===== config.mk =====
export PLATFORM = sky130hd
export DESIGN_NAME = mc_control_fsm
export DESIGN_NICKNAME = d
export VERILOG_FILES = /design/src/rtl/mc_control_fsm.sv
export SDC_FILE = /design/constraint.sdc
export NUM_CORES = 1
export LEC_CHECK = 0
export ABC_AREA = 1
export BUFFER_PORTS_ARGS = -buffer_cell sky130_fd_sc_hd__buf_2
export CAP_MARGIN = 20
export CORE_AREA = 2 2 39 41
export CTS_BUF_LIST = sky130_fd_sc_hd__clkbuf_4 sky130_fd_sc_hd__clkbuf_8
export DETAILED_ROUTE_END_ITERATION = 8
export DIE_AREA = 0 0 41 43
export GPL_ROUTABILITY_DRIVEN = 0
export PLACE_DENSITY = 0.65
export SETUP_SLACK_MARGIN = 0.2
export SYNTH_ARGS = -nofsm -noshare
export SYNTH_HDL_FRONTEND = slang
export SYNTH_SLANG_ARGS = --single-unit

===== constraint.sdc =====
create_clock -name clk -period 2.7 [get_ports clk]
set_input_delay 0.27 -clock clk [delete_from_list [all_inputs] [get_ports clk]]
set_output_delay 0.27 -clock clk [all_outputs]
set_load 0.02 [all_outputs]

===== src/rtl/mc_control_fsm.sv =====
// mc_control_fsm: multicycle CPU main control unit (Moore FSM).
// Sequences fetch/decode/execute/memory/writeback and drives every
// datapath enable and mux select from the current state.
//
// Ports:
//   clk, reset        clock; synchronous active-high reset to FETCH
//   opcode[5:0]       IR[31:26], used in DECODE and MEM_ADDR
//   zero              ALU zero flag, used in BRANCH
//   mem_ready         memory completes current access this cycle
//   PC_enable, PCSource[1:0]          PC load enable / PC_in select
//   IorD, MemRead, MemWrite, IRWrite  memory side controls
//   MemtoReg, RegDst, RegWrite        register file controls
//   ALUSrcA, ALUSrcB[1:0], ALUOp[1:0] ALU input/op selects
//   illegal_op        one-cycle pulse on unsupported opcode in DECODE
//   state_out         current state, for debug
//
// Optional feature: define MC_IMM_ARITH_EN to add addi (opcode 0x08)
// through IMM_EXEC / IMM_WB. Without it 0x08 is an illegal opcode.

module mc_control_fsm #(
    parameter int STATE_W = 4
) (
    input  logic               clk,
    input  logic               reset,
    input  logic [5:0]         opcode,
    input  logic               zero,
    input  logic               mem_ready,
    output logic               PC_enable,
    output logic [1:0]         PCSource,
    output logic               IorD,
    output logic               MemRead,
    output logic               MemWrite,
    output logic               IRWrite,
    output logic               MemtoReg,
    output logic               RegDst,
    output logic               RegWrite,
    output logic               ALUSrcA,
    output logic [1:0]         ALUSrcB,
    output logic [1:0]         ALUOp,
    output logic               illegal_op,
    output logic [STATE_W-1:0] state_out
);

    typedef enum logic [3:0] {
        FETCH     = 4'd0,
        DECODE    = 4'd1,
        MEM_ADDR  = 4'd2,
        MEM_READ  = 4'd3,
        MEM_WB    = 4'd4,
        MEM_WRITE = 4'd5,
        EXECUTE   = 4'd6,
        R_WB      = 4'd7,
        BRANCH    = 4'd8,
        JUMP      = 4'd9,
        IMM_EXEC  = 4'd10,
        IMM_WB    = 4'd11
    } state_t;

    localparam logic [5:0] OP_RTYPE = 6'h00;
    localparam logic [5:0] OP_LW    = 6'h23;
    localparam logic [5:0] OP_SW    = 6'h2B;
    localparam logic [5:0] OP_BEQ   = 6'h04;
    localparam logic [5:0] OP_J     = 6'h02;
`ifdef MC_IMM_ARITH_EN
    localparam logic [5:0] OP_ADDI  = 6'h08;
`endif

    state_t state;
    state_t next_state;
    state_t dec_state;

    // Write-type strobes before reset gating.
    logic pc_en_raw;
    logic irw_raw;
    logic mw_raw;
    logic rw_raw;
    logic ill_raw;

    always_ff @(posedge clk) begin
        if (reset) begin
            state <= FETCH;
        end else begin
            state <= next_state;
        end
    end

    always_comb begin
        // During reset the non-write outputs show the FETCH decode.
        dec_state  = reset ? FETCH : state;
        next_state = FETCH;
        pc_en_raw  = 1'b0;
        irw_raw    = 1'b0;
        mw_raw     = 1'b0;
        rw_raw     = 1'b0;
        ill_raw    = 1'b0;
        PCSource   = 2'd0;
        IorD       = 1'b0;
        MemRead    = 1'b0;
        MemtoReg   = 1'b0;
        RegDst     = 1'b0;
        ALUSrcA    = 1'b0;
        ALUSrcB    = 2'd0;
        ALUOp      = 2'd0;

        case (dec_state)
            FETCH: begin
                MemRead    = 1'b1;
                ALUSrcB    = 2'd1;
                pc_en_raw  = mem_ready;
                irw_raw    = mem_ready;
                next_state = mem_ready ? DECODE : FETCH;
            end
            DECODE: begin
                // Branch target computed speculatively into ALUOut.
                ALUSrcB = 2'd3;
                case (opcode)
                    OP_RTYPE:      next_state = EXECUTE;
                    OP_LW, OP_SW:  next_state = MEM_ADDR;
                    OP_BEQ:        next_state = BRANCH;
                    OP_J:          next_state = JUMP;
`ifdef MC_IMM_ARITH_EN
                    OP_ADDI:       next_state = IMM_EXEC;
`endif
                    default: begin
                        ill_raw    = 1'b1;
                        next_state = FETCH;
                    end
                endcase
            end
            MEM_ADDR: begin
                ALUSrcA    = 1'b1;
                ALUSrcB    = 2'd2;
                next_state = (opcode == OP_LW) ? MEM_READ : MEM_WRITE;
            end
            MEM_READ: begin
                MemRead    = 1'b1;
                IorD       = 1'b1;
                next_state = mem_ready ? MEM_WB : MEM_READ;
            end
            MEM_WB: begin
                rw_raw     = 1'b1;
                MemtoReg   = 1'b1;
                next_state = FETCH;
            end
            MEM_WRITE: begin
                mw_raw     = 1'b1;
                IorD       = 1'b1;
                next_state = mem_ready ? FETCH : MEM_WRITE;
            end
            EXECUTE: begin
                ALUSrcA    = 1'b1;
                ALUOp      = 2'd2;
                next_state = R_WB;
            end
            R_WB: begin
                rw_raw     = 1'b1;
                RegDst     = 1'b1;
                next_state = FETCH;
            end
            BRANCH: begin
                ALUSrcA    = 1'b1;
                ALUOp      = 2'd1;
                PCSource   = 2'd1;
                pc_en_raw  = zero;
                next_state = FETCH;
            end
            JUMP: begin
                PCSource   = 2'd2;
                pc_en_raw  = 1'b1;
                next_state = FETCH;
            end
`ifdef MC_IMM_ARITH_EN
            IMM_EXEC: begin
                ALUSrcA    = 1'b1;
                ALUSrcB    = 2'd2;
                next_state = IMM_WB;
            end
            IMM_WB: begin
                rw_raw     = 1'b1;
                next_state = FETCH;
            end
`endif
            default: begin
                next_state = FETCH;
            end
        endcase

        PC_enable  = pc_en_raw & ~reset;
        IRWrite    = irw_raw & ~reset;
        MemWrite   = mw_raw & ~reset;
        RegWrite   = rw_raw & ~reset;
        illegal_op = ill_raw & ~reset;
    end

    assign state_out = STATE_W'(state);

endmodule


==> flow_summary.toml <==
[die]
core_area_um2 = 1380
io_pins = 30
initial_utilization_pct = 33.1
die_y_um = 43
die_w_um = 41
die-area_um2 = 1760
num_rows = 14

[detailed_routing]
avgRoutedWirePerCell_um = 8.94
drt_iter0_drc = 4
vias = 614
drtAntennaViolNets = 0
drc = 0
drt-pass1-iter-count = 4
viasPerCell = 4.62
wl_um = 1190

[clock_network]
ctsHoldBuffers = 0
root_buffer = "clkbuf_4"
post_cts_buffers = 0
clk_latency_ps = 230
cts_buffers = 3
cts.path.max_buffers = 2
cts_tree = "done"
cts.sinks = 4
cts_resized = 0
cts.clk_slew.worst_paths_ps = 30
cts.htree.levels = 1

[global_route]
overflow = 0
grt_max_degree = 9
antenna_found_initial = 0
grt_pass1_wl_um = 1940
track_usage_pct = 15.5
grt_pass1_vias = 484

[place]
placed_cell_area_um2 = 623
dp_hpwl_um = 1070
port-buffer-count = 29
placedCellCount = 130

[final_layout]
drive_gt1_share_pct = 37.6
layout_commonest_cell = "buf_2"
final_cells = 133
nets = 129
final_area_um2 = 646
diodes = 0
syn_to_final_growth_pct = 41.0
largest_reg_flops = 4
most-common-layout-cells = "buf_2 (29), nand2_1 (19), inv_1 (15)"

[timing]
timing.final.crit_share_pct = 63.5
tightestPinTransition_ps = 280
rsz0062_at_grt = "false"
final_hold_viol_count = 0
slew_headroom_pct = 81.2
fin_crit_ps = 1710
drv_slew = 0
setup-violations-final = 0
max_freq_mhz = 583
tns_ps = 0
finalClockSkew_ps = 0.644

[logic_synthesis]
synth_area_per_cell_um2 = 5.39
synth_cell_types = 16
synth-seq-area-share_pct = 17.5
synth_seq_cells = 4
syn_nets = 95
synth-warning-count = 0
syn_inst = 85
netlist_area_um2 = 458

[setup_path]
startpoint = "state_out[2]"
crit_fanout = 8
reg2reg_setup_slack_ps = 1570
worst_setup_path_end_kind = "primary output"
critPathKind = "reg -> out"
cp_cell_sequence = "o21ai_4 -> nand2_2 -> nor2_2 -> inv_1 -> nand3_1 -> nand2_1 -> inv_1 -> buf_2"
slowest_stage = "dfxtp_1"
required_ps = 2430
timing.rr.end = "state_out[0]"
cp_num_buf_inv = 3
startpoint_type = "flip-flop"
crit_top_cell = "inv_1"
worstPathArrival_ps = 1440
cp_num_cells = 8
reg2reg_from = "state_out[1]"
endpoint = "PC_enable"
cpPeakStageDelay_ps = 340
ff2ff_path_depth = 6
crit_family = "flip-flops"

[hold_path]
min_path_type = "in -> reg"

[flow_run]
maxCapViolations = 0

[power]
power_density_nw_per_um2 = 274
power_leakage_nw = 0.419
vdd_drop_max_uv = 204

[outcome]
status = "complete, no violations"
worst min path at each step:
stage / start / cells after the start / slack [ps] / endpoint
floorplan: reset / 1 / 340 / state_out[0]
global placement: reset / 2 / 470 / state_out[0]
detailed placement: reset / 2 / 480 / state_out[0]
CTS: reset / 2 / 230 / state_out[0]
global route: reset / 2 / 250 / state_out[0]
finish: reset / 2 / 240 / state_out[0]
kinds of logic after synthesis:
| logic type | synth area share, % |
|---|---|
| AOI/OAI and AO/OA | 11.7 |
| DFF | 17.5 |
| buffers and inverters | 13.9 |
| and+or+nand+nor | 56.8 |
cells in the mapped netlist (all sizes together):
cell type / number / share of area [%]
nand2: 22 / 21
nor2: 20 / 21
nor3: 1 / 1.1
nand3: 13 / 14
o21ai: 4 / 6.8
inv: 17 / 14
dfxtp: 4 / 17
a21oi: 3 / 3.3
o21a: 1 / 1.6
through the flow:
step	power, W	utilization, %	setup slack [ps]	hold slack, ps
after CTS	0.000180	46.7	981	233
after detailed placement	0.000106	45.0	1160	477
after global routing	0.000194	46.7	811	248
final	0.000177	46.7	986	238
after global placement	0.000106	45.0	1170	474
after floorplan	0.0000895	-	1080	339
final cells by class:
cell class,count,area (um2)
inverter,17,63.8
sequential,4,80.1
timing repair buffer,29,145
tap,16,20.0
clock buffer,3,22.5
fill,160,738
multi-input combinational,64,314
power breakdown:
part / internal (W) / leakage, nW / switching, W
logic: 0.0000154 / 0.373 / 0.0000278
registers: 0.0000606 / 0.0325 / 0.00000165
clock network: 0.0000495 / 0.0138 / 0.0000218
per-layer routing:
metal / vias up / routed length [um] / track usage (%)
li1: 328 / - / -
met1: 259 / 530 / 19.2
met3: 2 / 81 / 1.57
met4: 0 / 17 / 6.00
met2: 25 / 561 / 25.9
met5: - / 0 / 0
Power figures use the tool's default switching activity.
